==> src/rtl/llr_fetch_pkg.sv <==
// Shared types and sizing for the LLR fetch path.
// Word packing, counts and FSM encoding.
package llr_fetch_pkg;

  localparam int LLR_WIDTH     = 8;
  localparam int WORDS_PER_MEM = 64;
  localparam int LLRS_PER_WORD = 4;
  localparam int NUM_MEMS      = 2;
  localparam int LLR_TOTAL     =
    NUM_MEMS * WORDS_PER_MEM * LLRS_PER_WORD;

  localparam int ADDR_W     = $clog2(WORDS_PER_MEM);
  localparam int SLOT_W     = $clog2(LLRS_PER_WORD);
  localparam int WORD_CNT_W = $clog2(NUM_MEMS * WORDS_PER_MEM);
  localparam int IDX_W      = $clog2(LLR_TOTAL);
  localparam int WORD_W     = LLR_WIDTH * LLRS_PER_WORD;

  // Slot s lives in bits [s*LLR_WIDTH +: LLR_WIDTH].
  typedef logic [LLRS_PER_WORD-1:0][LLR_WIDTH-1:0] llr_word_t;

  typedef enum logic [1:0] {
    ST_IDLE,
    ST_FETCH,
    ST_DRAIN,
    ST_DONE
  } fetch_state_e;

endpackage

==> src/rtl/llr_word_buffer.sv <==
// Two-entry word FIFO that hands out one LLR per pop.
// An entry frees when its last slot is popped.
module llr_word_buffer
  import llr_fetch_pkg::*;
(
  input  logic                 clk,
  input  logic                 rst_n,
  input  logic                 push,
  input  llr_word_t            push_data,
  input  logic                 pop,
  output logic [LLR_WIDTH-1:0] llr_data,
  output logic                 llr_valid,
  output logic                 word_free,
  output logic [1:0]           count
);

  llr_word_t mem_q [2];
  llr_word_t mem_d [2];
  logic wr_q, wr_d;
  logic rd_q, rd_d;
  logic [1:0] cnt_q, cnt_d;
  logic [SLOT_W-1:0] slot_q, slot_d;
  logic pop_ok;

  assign llr_valid = (cnt_q != 2'd0);
  assign pop_ok    = pop && llr_valid;
  assign word_free = pop_ok &&
    (slot_q == SLOT_W'(LLRS_PER_WORD - 1));
  assign llr_data  = llr_valid ? mem_q[rd_q][slot_q] : '0;
  assign count     = cnt_q;

  // Write on push, advance slot on pop, retire word on last slot.
  always_comb begin
    mem_d  = mem_q;
    wr_d   = wr_q;
    rd_d   = rd_q;
    slot_d = slot_q;
    if (push) begin
      mem_d[wr_q] = push_data;
      wr_d        = ~wr_q;
    end
    if (pop_ok) begin
      slot_d = slot_q + 1'b1;
    end
    if (word_free) begin
      rd_d = ~rd_q;
    end
    cnt_d = cnt_q + {1'b0, push} - {1'b0, word_free};
  end

  // Buffer state registers.
  always_ff @(posedge clk or negedge rst_n) begin
    if (!rst_n) begin
      for (int i = 0; i < 2; i++) begin
        mem_q[i] <= '0;
      end
      wr_q   <= 1'b0;
      rd_q   <= 1'b0;
      cnt_q  <= 2'd0;
      slot_q <= '0;
    end else begin
      mem_q  <= mem_d;
      wr_q   <= wr_d;
      rd_q   <= rd_d;
      cnt_q  <= cnt_d;
      slot_q <= slot_d;
    end
  end

endmodule

==> src/rtl/llr_fetch.sv <==
// Reads both LLR RAMs after llr_done and streams
// the 512 LLRs in index order over valid/ready.
module llr_fetch
  import llr_fetch_pkg::*;
(
  input  logic                 clk,
  input  logic                 rst,
  input  logic                 llr_done,
  output logic [ADDR_W-1:0]    llr_mem_r_addr,
  output logic                 llr_mem_1_r_enable,
  output logic                 llr_mem_2_r_enable,
  input  logic [WORD_W-1:0]    llr_mem_1_r_data,
  input  logic [WORD_W-1:0]    llr_mem_2_r_data,
  output logic [LLR_WIDTH-1:0] llr_out,
  output logic [IDX_W-1:0]     llr_out_idx,
  output logic                 llr_out_valid,
  output logic                 llr_out_last,
  input  logic                 llr_out_ready,
  output logic                 busy,
  output logic                 fetch_done
);

  fetch_state_e state_q, state_d;
  logic [WORD_CNT_W-1:0] rd_cnt_q, rd_cnt_d;
  logic [ADDR_W-1:0] addr_q, addr_d;
  logic [IDX_W-1:0] out_cnt_q, out_cnt_d;
  logic infl_q, infl_d;
  logic sel_q, sel_d;

  logic hs;
  logic issue;
  logic word_free;
  logic [1:0] buf_cnt;
  logic [1:0] occ;
  logic last_word;
  logic last_llr;
  llr_word_t push_data;

  // In-flight read counts against buffer space.
  assign occ = buf_cnt + {1'b0, infl_q};
  assign issue = (state_q == ST_FETCH) &&
    ((occ < 2'd2) || word_free);

  assign last_word = (rd_cnt_q ==
    WORD_CNT_W'(NUM_MEMS * WORDS_PER_MEM - 1));
  assign last_llr = (out_cnt_q == IDX_W'(LLR_TOTAL - 1));

  assign hs = llr_out_valid && llr_out_ready;

  // Top word-counter bit picks the RAM.
  assign llr_mem_1_r_enable = issue && !rd_cnt_q[WORD_CNT_W-1];
  assign llr_mem_2_r_enable = issue && rd_cnt_q[WORD_CNT_W-1];
  assign llr_mem_r_addr =
    issue ? rd_cnt_q[ADDR_W-1:0] : addr_q;

  assign push_data = sel_q ? llr_word_t'(llr_mem_2_r_data)
                           : llr_word_t'(llr_mem_1_r_data);

  assign llr_out_idx  = out_cnt_q;
  assign llr_out_last = llr_out_valid && last_llr;
  assign busy = (state_q == ST_FETCH) || (state_q == ST_DRAIN);
  assign fetch_done = (state_q == ST_DONE);

  llr_word_buffer u_buf (
    .clk       (clk),
    .rst_n     (rst),
    .push      (infl_q),
    .push_data (push_data),
    .pop       (hs),
    .llr_data  (llr_out),
    .llr_valid (llr_out_valid),
    .word_free (word_free),
    .count     (buf_cnt)
  );

  // Next state, read address generation and output counting.
  always_comb begin
    state_d   = state_q;
    rd_cnt_d  = rd_cnt_q;
    addr_d    = addr_q;
    out_cnt_d = out_cnt_q;
    infl_d    = issue;
    sel_d     = issue ? rd_cnt_q[WORD_CNT_W-1] : sel_q;
    if (hs) begin
      out_cnt_d = out_cnt_q + 1'b1;
    end
    if (issue) begin
      rd_cnt_d = rd_cnt_q + 1'b1;
      addr_d   = rd_cnt_q[ADDR_W-1:0];
    end
    unique case (state_q)
      ST_IDLE: begin
        if (llr_done) begin
          state_d   = ST_FETCH;
          rd_cnt_d  = '0;
          out_cnt_d = '0;
        end
      end
      ST_FETCH: begin
        if (issue && last_word) begin
          state_d = ST_DRAIN;
        end
      end
      ST_DRAIN: begin
        if (hs && last_llr) begin
          state_d = ST_DONE;
        end
      end
      ST_DONE: begin
        state_d = ST_IDLE;
      end
      default: begin
        state_d = ST_IDLE;
      end
    endcase
  end

  // Control registers.
  always_ff @(posedge clk or negedge rst) begin
    if (!rst) begin
      state_q   <= ST_IDLE;
      rd_cnt_q  <= '0;
      addr_q    <= '0;
      out_cnt_q <= '0;
      infl_q    <= 1'b0;
      sel_q     <= 1'b0;
    end else begin
      state_q   <= state_d;
      rd_cnt_q  <= rd_cnt_d;
      addr_q    <= addr_d;
      out_cnt_q <= out_cnt_d;
      infl_q    <= infl_d;
      sel_q     <= sel_d;
    end
  end

endmodule

==> config.mk <==
export PLATFORM = sky130hd
export DESIGN_NAME = llr_fetch
export DESIGN_NICKNAME = d
export VERILOG_FILES = /design/src/rtl/llr_fetch_pkg.sv /design/src/rtl/llr_word_buffer.sv /design/src/rtl/llr_fetch.sv
export SDC_FILE = /design/constraint.sdc
export NUM_CORES = 1
export LEC_CHECK = 0
export BUFFER_PORTS_ARGS = -buffer_cell sky130_fd_sc_hd__buf_2
export CAP_MARGIN = 20
export CORE_ASPECT_RATIO = 0.75
export CORE_MARGIN = 2
export CORE_UTILIZATION = 50
export DETAILED_ROUTE_END_ITERATION = 6
export MAX_ROUTING_LAYER = met4
export PLACE_DENSITY_LB_ADDON = 0.2
export SLEW_MARGIN = 20
export SYNTH_ARGS = -nofsm -noshare
export SYNTH_HDL_FRONTEND = slang
export SYNTH_SLANG_ARGS = --single-unit
==> constraint.sdc <==
create_clock -name clk -period 6.05 [get_ports clk]
set_clock_uncertainty 0.2 [all_clocks]
set_input_delay 0.3025 -clock clk [delete_from_list [all_inputs] [get_ports clk]]
set_output_delay 0.3025 -clock clk [all_outputs]
set_load 0.01 [all_outputs]
==> run summary <==
The run finished with clean final reports. The slew of the pin with the lowest slew margin is 0.9829 ns. The number of cells on the critical path is 5, and the number of synthesis warnings is 0. The number of top-level design ports was 97; the hold path depth was 3. Worst-case hold path end point: u_buf.mem_q[5]. In the final layout, the share of cells above drive strength 1 is 28.15%.

The global-route wire length before repair is 16270 um, and the H-tree level count is 3. The later-pin clock latency in the skew report is 0.34 ns, and the count of buffers from port buffering is 96. The count of flip-flops with a built-in enable after synthesis is 0, and the number of placed instances with taps included is 603. The area share of and/or/nand/nor cells after synthesis was 11.54%; the minimum setup slack after placement was 2.871 ns.

The run gives 230.5 uV as the worst vdd rail ir drop. The total overflow left after global routing is 0. The worst path needs 3.543 ns of the cycle, external delays included. The remaining antenna violation count is 0. Among cell families on the critical path, the largest total delay comes from flip-flops.

TritonCTS created 9 clock buffers. The path class of the tightest hold or removal check is in2reg. The cell at the slowest stage of the critical path was dfrtp_1. CTS placed an instance of clkbuf_16 at the clock tree root. Final worst-path cycle share: 58.56%.

The total of hold buffers inserted after clock tree synthesis is 1. In this run the mean area of a mapped cell was 10.97 um2. For the number of search-and-repair iterations in the first detailed-routing pass, the log shows 4. Walking the worst path, the cells encountered are ha_1 > a31oi_1 > a221oi_4 > mux2_2 > buf_2. The tool flagged a number of max-cap violations equal to 0. Cells fill 61.38% of the core in the end. The accumulated negative setup slack is 0 ns. The synthesized-area fraction occupied by xor and xnor cells was 3.414%. Setup repair after global routing left no endpoint under its margin.

The endpoint identified for the worst register-to-register timing path is state_q[1]. The most used flip-flop cell after synthesis is dfrtp_1. The run gives 0.7203 as the weighted congestion at the end of routability-driven global placement.

The post-synthesis instance total is 421, and the number of cells in the finished layout apart from fillers is 620. 0 antenna diodes ended up in the layout. Once the floorplan was initialized, standard cells occupied 51.26% of the core.

The logs give 0 for the number of failing hold endpoints at the final stage and 6516 um for the HPWL after detailed placement. The tools report the capturing element type of the critical path as a primary output. The worst register-to-register path begins at u_buf.slot_q[0]. The worst setup path is of the reg2out kind.

Counting every sink on the clock net gives 96. The share of cell area taken by muxes after synthesis works out to 18.72%. Timing would allow up to 0.2823 GHz.

The number of antenna violations at the first check in global routing was 0; the distinct cell type count of the synthesized netlist was 30. The overall global routing resource usage is 21.91%, and the required time reported for the critical path endpoint is 5.55 ns. The clock passes through at most 2 buffers. Once the clock tree was built, the resizer swapped 0 gates to a different size. In this run the most critical hold path is launched from llr_mem_1_r_data[5].

The number of global-route vias before repair was 3262. By area the synthesized netlist is led by dfrtp_1 (52%), mux2i_1 (8.9%), mux4_2 (7.8%). Main combinational cell family by area after synthesis: multiplexers. After detailed routing, the average wire length per cell comes to 15.60 um. The die outline width is 115.0 um, and the die extent in y is 87.23 um.

Dividing the detail-routed via count by the number of cells gives 5.373. For this run, design rule violations remaining after detail routing come to 0. At the end of the flow, the number of nets in the layout was 582. Clock-pin slew was measured on the worst setup and hold paths at 0.07 ns. For this block, the routed nets add up to 9674 um of wire. The area added between synthesis and finish works out to 19.72%. The static leakage power was 2.565 nW; the synthesized cell area was 0.004618 mm2.

For the worst setup path, the data arrival time is 3.04 ns. Overall via count from detail_route: 3331. The synthesized-area fraction occupied by adder cells was 2.980%. TritonCTS built the clock tree. The number of buffers and inverters on the critical path was 1; the placement row count was 30. The die covers 0.01003 mm2. Counting the fill cells in the layout gives 759. For the count of pins over their slew limit, the log shows 0. In the synthesized netlist the async set-or-reset flop fraction comes to 100.0%. Total setup violations reported at the end of the flow: 0. The tools report the critical path launch point type as a register. After synthesis the netlist holds a flip-flop and latch count of 96. The top cell types in the final layout, fill and taps aside, are buf_2 (95), dfrtp_1 (94), nor2_1 (57). The synthesized netlist devotes 8.426% of its cell area to compound gates. The setup slack on the worst flop-to-flop path is 2.91 ns, and the post-CTS repair timing setup buffer count is 0.

Leaving out fill and tap cells, the most frequent cell in the layout is buf_2. In this run the tightest slew margin relative to its limit is 34.47%. The cell accounting for the most synthesized area was dfrtp_1.

After the first detailed-routing iteration, the DRC count stood at 192. For the largest net degree at the start of global routing, the log shows 65. The tools report the sequential element share of the synthesized area as 52.02%.

The number of cells on the worst reg-to-reg path came out at 6. In this run the power density over the cells is 543.3 mW/mm2. In this run the worst path has a maximum fanout of 18. When the netlist entered floorplanning its net count stood at 500. The proportion of netlist area held by the largest area contributor came out at 52.02%.

The critical path's largest stage delay came out at 0.91 ns. The final worst slack was 2.507 ns; the area of the core was 0.009009 mm2.
==> where the power goes <==
group | switching (mW) | leakage [nW] | internal (mW) | total (mW)
clock network | 0.246 | 0.172 | 0.446 | 0.692
logic | 0.567 | 1.24 | 0.557 | 1.12
registers | 0.256 | 1.15 | 0.931 | 1.19
total | 1.07 | 2.57 | 1.93 | 3.00
==> layout make-up <==
| cell class | instances | area [um2] | share of cell area, % |
|---|---|---|---|
| well taps | 112 | 140.1 | 2.535 |
| clock buffers | 9 | 225.2 | 4.073 |
| flip-flops and latches | 96 | 2405 | 43.49 |
| inverters | 6 | 22.52 | 0.4073 |
| clock inverters | 7 | 143.9 | 2.602 |
| multi-input cells | 292 | 2092 | 37.84 |
| repair buffers | 98 | 500.5 | 9.052 |
==> metal layers <==
layer	track usage, %	part of all wire (%)	vias up
met5	-	0	-
met4	5.915	0.92	0
met3	4.593	4.8	12
met2	33.90	48	77
met1	29.83	46	1626
li1	-	-	1616
==> cells by family (layout without fill, tap and decap cells) <==
logic type / count (synthesis) / in the layout
adders and majority gates: 11 / 11
and+or+nand+nor: 127 / 127
buffers and inverters: 33 / 120
xor gates and xnor gates: 18 / 18
muxes: 65 / 65
DFF: 96 / 96
AOI/OAI and AO/OA: 71 / 71
==> flip-flops by register name, indices dropped and copies added, names as in the netlist <==
register and count:
u_buf.wr_q 1, llr_out_idx 9, sel_q 1, u_buf.slot_q 2
infl_q 1, rd_cnt_q 7, addr_q 6, state_q 2
u_buf.rd_q 1, u_buf.mem_q 64, u_buf.count 2
==> through the flow <==
stage	area, um2	power [mW]	hold WS [ns]
2_1_floorplan	4618	1.966	-0.1931
3_3_place_gp	5142	2.272	0.06026
3_5_place_dp	5142	2.324	0.07756
4_1_cts	5522	3.027	0.07183
5_1_grt	5529	3.238	0.08127
6_report	5529	3.004	0.07668
==> cell usage after synthesis, types with 2 or more instances <==
master    instances
mux2_2            7
nand3_1           2
dfrtp_1          96
mux2i_1          41
nand2b_1          2
inv_1             6
clkbuf_1         14
mux4_2           16
nand2_1          49
buf_2             5
and3_1            3
nand4_1           5
xnor2_1           4
o21ai_0          32
xor2_1           14
a21oi_1          34
buf_1             7
ha_1             11
nor2b_1           3
nor2_1           57
and2_1            4
==> worst max path at each step <==
stage / start / to / slack [ns]
6_report: u_buf.slot_q[0] / llr_mem_r_addr[5] / 2.51
3_5_place_dp: u_buf.slot_q[0] / llr_mem_r_addr[5] / 2.87
5_1_grt: u_buf.slot_q[0] / llr_mem_r_addr[5] / 2.34
4_1_cts: u_buf.slot_q[0] / llr_mem_r_addr[5] / 2.50
3_3_place_gp: u_buf.slot_q[0] / llr_mem_r_addr[1] / 2.91
2_1_floorplan: infl_q / llr_mem_r_addr[1] / 3.87
==> worst reg2reg max path: stages, from the launching register on <==
cell      delay [ns]
dfrtp_1         0.91
ha_1            0.31
a31oi_1         0.14
a221oi_4        0.77
a41o_1          0.32
nand3_2         0.09
mux2_4          0.30
No activity file was read; power rests on OpenSTA's default activity.
